### src/rtl/seg7_serial_driver_pkg.sv
// Shared definitions for the 7-segment serial driver: FSM encoding, digit
// geometry and the bit-counter width helper.
package seg7_serial_driver_pkg;

    typedef enum logic [1:0] {
        IDLE     = 2'd0,
        SHIFT_LO = 2'd1,
        SHIFT_HI = 2'd2,
        LATCH    = 2'd3
    } state_t;

    localparam int SEG_BITS       = 7;
    localparam int BITS_PER_DIGIT = 8;

    // Width needed to count down from num_digits*8-1 (at least 3 for one digit).
    function automatic int bitcnt_w(input int num_digits);
        return $clog2(num_digits * BITS_PER_DIGIT);
    endfunction

endpackage

### src/rtl/seg7_phase_timer.sv
// Phase-length down-counter: reloaded with CLK_DIV-1 on each FSM state entry,
// phase_end is high during the last cycle of the phase.
module seg7_phase_timer #(
    parameter int CLK_DIV = 2
) (
    input  logic i_clk,
    input  logic i_reset,
    input  logic i_reload,
    output logic o_phase_end
);

    localparam int W = (CLK_DIV > 1) ? $clog2(CLK_DIV) : 1;

    logic [W-1:0] cnt;

    always_ff @(posedge i_clk or posedge i_reset) begin
        if (i_reset) begin
            cnt <= '0;
        end else if (i_reload) begin
            cnt <= W'(CLK_DIV - 1);
        end else if (cnt != '0) begin
            cnt <= cnt - 1'b1;
        end
    end

    assign o_phase_end = (cnt == '0);

endmodule

### src/rtl/seg7_serial_driver.sv
// Serialises NUM_DIGITS segment bytes {abcdefg,dp} onto a 74HC595 chain and
// latches them. Define SEG7_ACTIVE_LOW_EN to invert the frame for common-anode parts.
module seg7_serial_driver
    import seg7_serial_driver_pkg::*;
#(
    parameter int NUM_DIGITS = 6,
    parameter int CLK_DIV    = 2
) (
    input  logic                         i_clk,
    input  logic                         i_reset,
    input  logic                         i_start,
    input  logic [SEG_BITS*NUM_DIGITS-1:0] i_segs,
    input  logic [NUM_DIGITS-1:0]        i_dp,
    input  logic                         i_blank,
    output logic                         o_serial_data,
    output logic                         o_serial_clk,
    output logic                         o_latch,
    output logic                         o_busy,
    output logic                         o_done
);

    localparam int FRAME_BITS = NUM_DIGITS * BITS_PER_DIGIT;
    localparam int CNT_W      = bitcnt_w(NUM_DIGITS);

    state_t                 state, state_n;
    logic [CNT_W-1:0]       bitcnt;
    logic [CNT_W-1:0]       bit_prev;
    logic [FRAME_BITS-1:0]  snap;
    logic [FRAME_BITS-1:0]  frame_raw;
    logic [FRAME_BITS-1:0]  snap_next;
    logic                   phase_end;
    logic                   accept;
    logic                   reload;

    // Digit k lands at frame[8k+7:8k], so counting the index down from the top
    // sends the leftmost digit first, segment a leading.
    always_comb begin
        frame_raw = '0;
        if (!i_blank) begin
            for (int k = 0; k < NUM_DIGITS; k++) begin
                frame_raw[k*BITS_PER_DIGIT +: BITS_PER_DIGIT] =
                    {i_segs[k*SEG_BITS +: SEG_BITS], i_dp[k]};
            end
        end
    end

`ifdef SEG7_ACTIVE_LOW_EN
    assign snap_next = ~frame_raw;
`else
    assign snap_next = frame_raw;
`endif

    assign accept   = (state == IDLE) && i_start;
    assign reload   = (state_n != state);
    assign bit_prev = bitcnt - 1'b1;

    seg7_phase_timer #(
        .CLK_DIV (CLK_DIV)
    ) u_timer (
        .i_clk       (i_clk),
        .i_reset     (i_reset),
        .i_reload    (reload),
        .o_phase_end (phase_end)
    );

    always_comb begin
        state_n = state;
        case (state)
            IDLE:     if (i_start)   state_n = SHIFT_LO;
            SHIFT_LO: if (phase_end) state_n = SHIFT_HI;
            SHIFT_HI: if (phase_end) state_n = (bitcnt == '0) ? LATCH : SHIFT_LO;
            LATCH:    if (phase_end) state_n = IDLE;
            default:                 state_n = IDLE;
        endcase
    end

    // Outputs are registered from the next state so they align with the state register.
    always_ff @(posedge i_clk or posedge i_reset) begin
        if (i_reset) begin
            state         <= IDLE;
            bitcnt        <= '0;
            snap          <= '0;
            o_serial_data <= 1'b0;
            o_serial_clk  <= 1'b0;
            o_latch       <= 1'b0;
            o_busy        <= 1'b0;
            o_done        <= 1'b0;
        end else begin
            state        <= state_n;
            o_busy       <= (state_n != IDLE);
            o_serial_clk <= (state_n == SHIFT_HI);
            o_latch      <= (state_n == LATCH);
            o_done       <= (state == LATCH) && (state_n == IDLE);
            if (accept) begin
                snap          <= snap_next;
                bitcnt        <= CNT_W'(FRAME_BITS - 1);
                o_serial_data <= snap_next[FRAME_BITS-1];
            end else if ((state == SHIFT_HI) && phase_end) begin
                if (bitcnt == '0) begin
                    o_serial_data <= 1'b0;
                end else begin
                    bitcnt        <= bit_prev;
                    o_serial_data <= snap[bit_prev];
                end
            end
        end
    end

endmodule
### config.mk
export PLATFORM = sky130hd
export DESIGN_NAME = seg7_serial_driver
export DESIGN_NICKNAME = d
export VERILOG_FILES = /design/src/rtl/seg7_serial_driver_pkg.sv /design/src/rtl/seg7_phase_timer.sv /design/src/rtl/seg7_serial_driver.sv
export SDC_FILE = /design/constraint.sdc
export NUM_CORES = 1
export LEC_CHECK = 0
export ABC_AREA = 0
export CAP_MARGIN = 20
export CELL_PAD_IN_SITES_DETAIL_PLACEMENT = 1
export CELL_PAD_IN_SITES_GLOBAL_PLACEMENT = 1
export CORE_MARGIN = 2
export CORE_UTILIZATION = 44
export DETAILED_ROUTE_END_ITERATION = 10
export GPL_TIMING_DRIVEN = 0
export PLACE_DENSITY_LB_ADDON = 0.3
export SETUP_SLACK_MARGIN = 0.2
export SLEW_MARGIN = 5
export SYNTH_ARGS = -nofsm -noshare
export SYNTH_HDL_FRONTEND = slang
export SYNTH_HIERARCHICAL = 1
export SYNTH_SLANG_ARGS = --single-unit
### constraint.sdc
create_clock -name i_clk -period 5.9 [get_ports i_clk]
set_input_delay 0.885 -clock i_clk [delete_from_list [all_inputs] [get_ports i_clk]]
set_output_delay 0.885 -clock i_clk [all_outputs]
set_load 0.05 [all_outputs]
After elaboration in Yosys (flattened, before gate mapping)
Cells that the tools add are included.

cells by class
  $add $sub $neg = 2
  magnitude comparators = 1
  equal/unequal tests = 7
  mux-type cells = 17
  bitwise logic cells = 1
  reductions and logical operators = 9

operators with widths
  kind                                                  number
  2-to-1 mux 48 bit                                     1
  2-to-1 mux 6 bit                                      3
  2-to-1 mux 2 bit                                      5
  equality test 2 bit (second input constant)           4
  one-hot mux 2 bit (4 select lines)                    1
  < comparator 6 x 7 -> 1 bit (second input constant)   1
  binary-select mux 1 bit (select 6 bit)                1
  zero test 6 bit                                       1
  2-to-1 mux 1 bit                                      6
  subtractor 6 x 1 -> 6 bit (second input constant)     1
  zero test 2 bit                                       2
  nonzero test 2 bit                                    2
  logical AND 1 bit                                     3
  equality test 2 x 1 -> 1 bit (second input constant)  1
  inequality test 2 bit                                 1
  inequality test 2 bit (second input constant)         1
  AND reduction 2 bit                                   1
  NOT 1 bit                                             1
  subtractor 1 bit (second input constant)              1

word-level totals
  register bits = 62
  input bits = 52
  output and inout port bits = 5
  logic and storage cells = 46

Depth between registers and ports, before layout
Gate-level depths: netlist (run 1).

  word-level depth = 6
  mapped depth = 10
  gate-level depth less buffers = 7

By module
The synthesis (run 1) kept the hierarchy.

modules (own cells, without submodules)
  module              times used  cells an instance  area an instance (um^2)  seq. area each (um^2)
  seg7_serial_driver  1           305                3,104.2                  1,526.5
  seg7_phase_timer    1           3                  32.5                     25.0

Least setup slack after synthesis (run 1)
No wires, ideal clock.

  path type = flip-flop to flip-flop
  from = register bitcnt[0]
  to = register o_serial_data
  setup time = 0.128 ns
  arrival time = 1.994 ns
  data required time = 5.772 ns
  slack = 3.778 ns
  stages on the path, launching flop included = 11
  buffers on the path = 3
  period minus slack after synthesis = 2.122 ns
  cell sequence = dfrtp_1 -> buf_6 -> buf_8 -> inv_1 -> ha_1 -> clkbuf_1 -> mux4_1 -> mux2i_1 -> mux2i_1 -> o21ai_1 -> o211ai_2

between the ends
  longest elaborated chain between the ends = 6
  elaborated cells on any way between the ends = 7
  classes of those cells = add/sub (1); mux (5); reduce/logical (1)

ends and longest elaborated chain
  element                                 line                       text
  from (decl)                             seg7_serial_driver.sv:26   logic [CNT_W-1:0] bitcnt;
  from (signal assigned)                  seg7_serial_driver.sv:96   bitcnt <= CNT_W'(FRAME_BITS - 1);
  from (signal assigned)                  seg7_serial_driver.sv:102  bitcnt <= bit_prev;
  subtractor 6 x 1 -> 6 bit               seg7_serial_driver.sv:55   assign bit_prev = bitcnt - 1'b1;
  binary-select mux 1 bit (select 6 bit)  seg7_serial_driver.sv:103  o_serial_data <= snap[bit_prev];
  2-to-1 mux 1 bit (implied by the code)  seg7_serial_driver.sv:103
  2-to-1 mux 1 bit (*)                    seg7_serial_driver.sv:99   if (bitcnt == '0) begin
  2-to-1 mux 1 bit (*)                    seg7_serial_driver.sv:98   end else if ((state == SHIFT_HI) && phase_end) begin
  2-to-1 mux 1 bit (*)                    seg7_serial_driver.sv:94   if (accept) begin
  to (signal assigned)                    seg7_serial_driver.sv:97   o_serial_data <= snap_next[FRAME_BITS-1];
  to (signal assigned)                    seg7_serial_driver.sv:103
  to (decl)                               seg7_serial_driver.sv:15   output logic o_serial_data,

Every way passes the cells marked *; elsewhere a longest branch is shown, timed or not. The select of a mux whose other input is x is not followed.
A chain may end at the register's enable or synchronous reset.

Final worst setup path (run 1)
Same ends and word-level chain as after synthesis.

==> qor.yml, run 1 <==
final.period_utilization_pct: 48.49
yosysMostFrequentCell: "dfrtp_1"
ys_warn_count: 6
grt_pass1_wl_um: 12830
synth_top_cells_by_area: "dfrtp_1, mux4_1, nand2b_1"
wl_um: 7762
die_h_um: 88.44
drv_slew: 0
path_class: "reg2reg"
slowest_stage: "clkbuf_1"
start_util_pct: 45.92
rows: 30
cp.arrival_ps: 3070
cts_resized: 0
fin_setup_tns_ps: 0
rsz0062_at_grt: "no"
drcViolationCount: 0
r2r_slack_ps: 3040
cts_tree: "done"
dieWidth_um: 88.44
synth_top_area_share_pct: 49.46
start_kind: "register"
worst_pin_slew_ps: 705.7
grt_max_degree: 34
firstDrtPassIters: 4
syn_avg_cell_area_um2: 10.18
cts_hold_buf: 0
hp-class: "reg2reg"
crit_family: "buffers and inverters"
setup_ws_ps: 3039
powerDensity_nw_per_um2: 423.4
hold_viol: 0
die_area_um2: 7821
cts_buffers: 9
yosysTopAreaCell: "dfrtp_1"
ys_ff_latch: 62
antenna_cells: 0
wire_per_inst_um: 16.27
hold_path_depth: 2
htree_levels: 3
end_kind: "register"
core_um2: 6832
hold_end: "snap[14]"
synth-async-reset-ratio_pct: 100.0
worst_clock_skew_ps: 4.769
cts_sinks: 62
hpwl_um: 5518
crit_fanout: 10
grt_overflow: 0
fmax_mhz: 349.5
max_stage_delay_ps: 500
layout_min_cycle_time_ps: 2861
reg2reg_depth: 10
antenna_left: 0
grt_pass1_vias: 2684
cts_setup_buffers: 0
r2r-start: "bitcnt[0]"
synthTopCellsByCount: "dfrtp_1, nand2_1, o21ai_0"
vias: 2478
setup_violations: 0
synth_edf_count: 0
slew-limit-headroom_pct: 52.59
pre_cts_slack_ps: 3105
r2r_end: "o_serial_data"
drtIter0Drc: 129
io-pin-count: 57
grt_use_total_pct: 21.79
drive_gt1_share_pct: 7.349
hp-start: "snap[14]"
yosysUniqueCellTypes: 30
final_area_um2: 4039
antenna_found_initial: 0
cts_buffer_depth: 2
ys.flop_type: "dfrtp_1"
crit_chain: "buf_6, buf_8, inv_1, ha_1, clkbuf_1, mux4_1, mux2i_1, nand3b_1, nand3_1, o211ai_2"
port-buffer-count: 56
syn-instance-count: 308
viasPerCell: 5.195
gp_congestion: 0.8143
clock_latency_ps: 330
ys_seq_area_share_pct: 49.46
vdd_drop_max_mv: 0.1638
worstPathRequired_ps: 6110
outcome: "complete, no violations"
max-cap-violations: 0
worst-path-buf-inv: 4
placed_area_um2: 3837
clk_pin_slew_ps: 70
synthesis.area_um2: 3137
p_leak_uw: 0.001805
syn_to_final_growth_pct: 28.76
clock-root-buffer: "clkbuf_8"
mappedNetlistNets: 362
nets: 430
## cell families (layout without fill, tap and decap cells)
| family | Yosys count | after routing | synth area share (%) |
|---|---|---|---|
| AOI/OAI and AO/OA | 64 | 64 | 10.89 |
| DFF | 62 | 62 | 49.46 |
| muxes | 22 | 22 | 13.28 |
| xor gates and xnor gates | 4 | 4 | 1.356 |
| adders and majority gates | 2 | 2 | 0.7976 |
| and+or+nand+nor | 123 | 123 | 19.67 |
| buffers and inverters | 31 | 104 | 4.547 |
## metrics by stage
step / util (%) / total power (uW) / instances / hold slack (ps)
2_1_floorplan: - / 1113 / 308 / 441.6
3_3_place_gp: 55.88 / 1284 / 460 / 452.3
3_5_place_dp: 56.17 / 1326 / 461 / 463.0
4_1_cts: 59.12 / 1723 / 477 / 478.2
5_1_grt: 59.12 / 1819 / 477 / 511.1
6_report: 59.12 / 1710 / 477 / 473.5
## placed cells by master, fill, tap and decap left out, types with 2 or more instances in the layout
cell / Yosys / routed
nand2_1: 53 / 53
clkdlybuf4s50_1: 0 / 56
ha_1: 2 / 2
nor3_1: 8 / 8
mux2i_1: 9 / 9
dfrtp_1: 62 / 62
inv_1: 9 / 8
mux4_1: 12 / 12
o21ai_0: 49 / 49
clkbuf_1: 14 / 16
o21ai_1: 5 / 5
xnor2_1: 3 / 3
buf_2: 6 / 6
nand3_1: 4 / 4
clkbuf_8: 0 / 11
nor2_1: 4 / 4
nand2b_1: 48 / 48
a21oi_1: 6 / 6
## worst reg2reg max path: cells and delay by family, from the launching register on
kind | cells | cell delay (ps)
buf+inv | 4 | 910
mux | 2 | 640
fa+ha+maj | 1 | 400
flops | 1 | 360
simple gates | 2 | 320
compound gates | 1 | 110
## metal layers
metal / vias up / wire [um] / share of wire, % / global-route usage [%]
met5: - / 0 / 0 / 0
met4: 0 / 105 / 1.4 / 8.540
met3: 12 / 264 / 3.4 / 3.731
met2: 48 / 3906 / 50 / 38.14
met1: 1232 / 3485 / 45 / 26.88
li1: 1186 / - / - / -
## cell type report
| class | instances | area [um2] |
|---|---|---|
| Timing Repair Buffer | 57 | 580.6 |
| Sequential cell | 62 | 1551 |
| Tap cell | 96 | 120.1 |
| Clock inverter | 3 | 42.54 |
| Fill cell | 768 | 2793 |
| Inverter | 9 | 33.78 |
| Clock buffer | 13 | 158.9 |
| Multi-Input combinational cell | 215 | 1443 |
| Buffer | 22 | 108.9 |
## where the power goes
| part | leakage (uW) | total (uW) | internal [uW] | switching, uW |
|---|---|---|---|---|
| Sequential | 0.000788 | 668 | 588 | 79.7 |
| Clock | 0.0000996 | 385 | 218 | 167 |
| Combinational | 0.000918 | 657 | 288 | 369 |
| Total | 0.00181 | 1710 | 1090 | 616 |
## sequential cells by signal, indices dropped and copies added, names as in the netlist
signal / flops
o_serial_data: 1
o_done: 1
u_timer/cnt: 1
bitcnt: 6
o_serial_clk: 1
o_latch: 1
snap: 48
o_busy: 1
state: 2
## worst max-delay path by stage
stage                          from            end  cells past startpoint
final                     bitcnt[0]  o_serial_data                     10
after global routing      bitcnt[0]  o_serial_data                     10
after CTS                 bitcnt[0]  o_serial_data                     10
after detailed placement  bitcnt[0]  o_serial_data                     10
after global placement      i_reset       snap[20]                      2
after floorplan             i_reset      bitcnt[0]                      1
Power figures use the tool's default switching activity.
==> run 2, diff against run 1 <==
Settings changed: CORE_UTILIZATION 44 to 40.
Clock period 5.9 ns to 2.7 ns, I/O delays scaled along.
==> qor.yml, run 2 (synthesis gave the netlist of run 1 again) <==
wire_per_inst_um: 15.70
crit_fanout: 10
fmax_mhz: 425.0
worst_clock_skew_ps: 8.179
outcome: "complete, no violations"
cts_resized: 2
powerDensity_nw_per_um2: 930.5
hp-class: "in2async"
viasPerCell: 5.012
io-pin-count: 57
p_leak_uw: 0.001814
r2r_slack_ps: 350
cts_setup_buffers: 0
fin_cells: 483
final.period_utilization_pct: 87.14
firstDrtPassIters: 4
rows: 32
dieWidth_um: 92.56
cts_tree: "done"
max-cap-violations: 0
largest-register: "snap"
wl_um: 7585
grt_use_total_pct: 19.05
vias: 2421
antenna_found_initial: 0
worst_pin_slew_ps: 688.0
grt_overflow: 0
cp.arrival_ps: 2570
cts_hold_buf: 0
start_util_pct: 41.02
slew-limit-headroom_pct: 53.78
reg_top3: "snap (48), bitcnt (6), state (2)"
nets: 430
cts_buffer_depth: 2
grt_pass1_wl_um: 12660
placed_area_um2: 3845
die_area_um2: 8566
clock-root-buffer: "clkbuf_8"
hpwl_um: 5651
largest_reg_flops: 48
layout_commonest_cell: "dfrtp_1"
clock_latency_ps: 340
path_class: "reg2reg"
core_um2: 7647
fin_setup_tns_ps: 0
worstPathRequired_ps: 2910
layout_min_cycle_time_ps: 2353
grt_pass1_vias: 2628
drtIter0Drc: 85
clk_pin_slew_ps: 70
final_cell_mix: "dfrtp_1, clkdlybuf4s50_1, nand2_1"
rsz0062_at_grt: "no"
antenna_cells: 0
whs_ps: 258.6
final_util_pct: 53.21
final_area_um2: 4069
antenna_left: 0
end_kind: "register"
drv_slew: 0
vdd_drop_max_mv: 0.3351
cts_buffers: 9
htree_levels: 3
cts_sinks: 62
die_h_um: 92.56
port-buffer-count: 56
dp.cells: 467
start_kind: "register"
syn_to_final_growth_pct: 29.72
grt_max_degree: 42
setup_violations: 0
gp_congestion: 0.7759
hold_viol: 0
drcViolationCount: 0
drive_gt1_share_pct: 8.136
==> run 2: cell count changes in the layout (fill, tap and decap cells not counted), sizes merged <==
cell | before | now
clkbuf | 27 | 23
clkinv | 1 | 3
buf | 9 | 10
bufinv | 1 | 2
==> run 2: metal layers <==
metal / global-route usage (%) / share of wire [%]
met3: 4.312 / 3.3
met4: 4.851 / 0.79
met1: 23.56 / 44
met5: 0 / 0
met2: 33.70 / 52
==> run 2: worst paths after layout <==
check                                from       endpoint  cells past startpoint
max in group asynchronous         i_reset        snap[9]                      3
worst min register to register   snap[34]       snap[34]                      2
worst max register to register  bitcnt[0]  o_serial_data                     10
worst max-delay path            bitcnt[0]  o_serial_data                     10
worst min-delay path              i_reset    u_timer/cnt                      2
min in group i_clk               snap[34]       snap[34]                      2
==> run 2: critical path, cell delays in order (launching register included) <==
cell,delay [ps]
dfrtp_1,360
buf_6,150
buf_8,160
inv_1,80
ha_2,390
buf_6,190
mux4_1,330
mux2i_1,160
mux2i_1,110
o21ai_1,180
o211ai_2,90
==> run 2: through the flow <==
| stage | power (uW) | setup WS, ps |
|---|---|---|
| floorplan | 2432 | 578.2 |
| global placement | 2810 | -326.9 |
| detailed placement | 2914 | -156.8 |
| CTS | 3821 | 209.1 |
| global route | 4054 | 223.4 |
| finish | 3786 | 347.2 |
==> run 2: report_power, final <==
part	switching, uW	internal [uW]	total, uW
clock network	373	518	891
logic	797	642	1440
registers	172	1280	1460
==> run 2: cell type report <==
class | count | area, um2
clock inverter | 6 | 86.33
inverter | 9 | 33.78
clock buffer | 10 | 127.6
sequential | 62 | 1551
tap | 102 | 127.6
timing repair buffer | 57 | 580.6
multi-input combinational | 215 | 1445
fill | 835 | 3578
buffer | 22 | 116.4
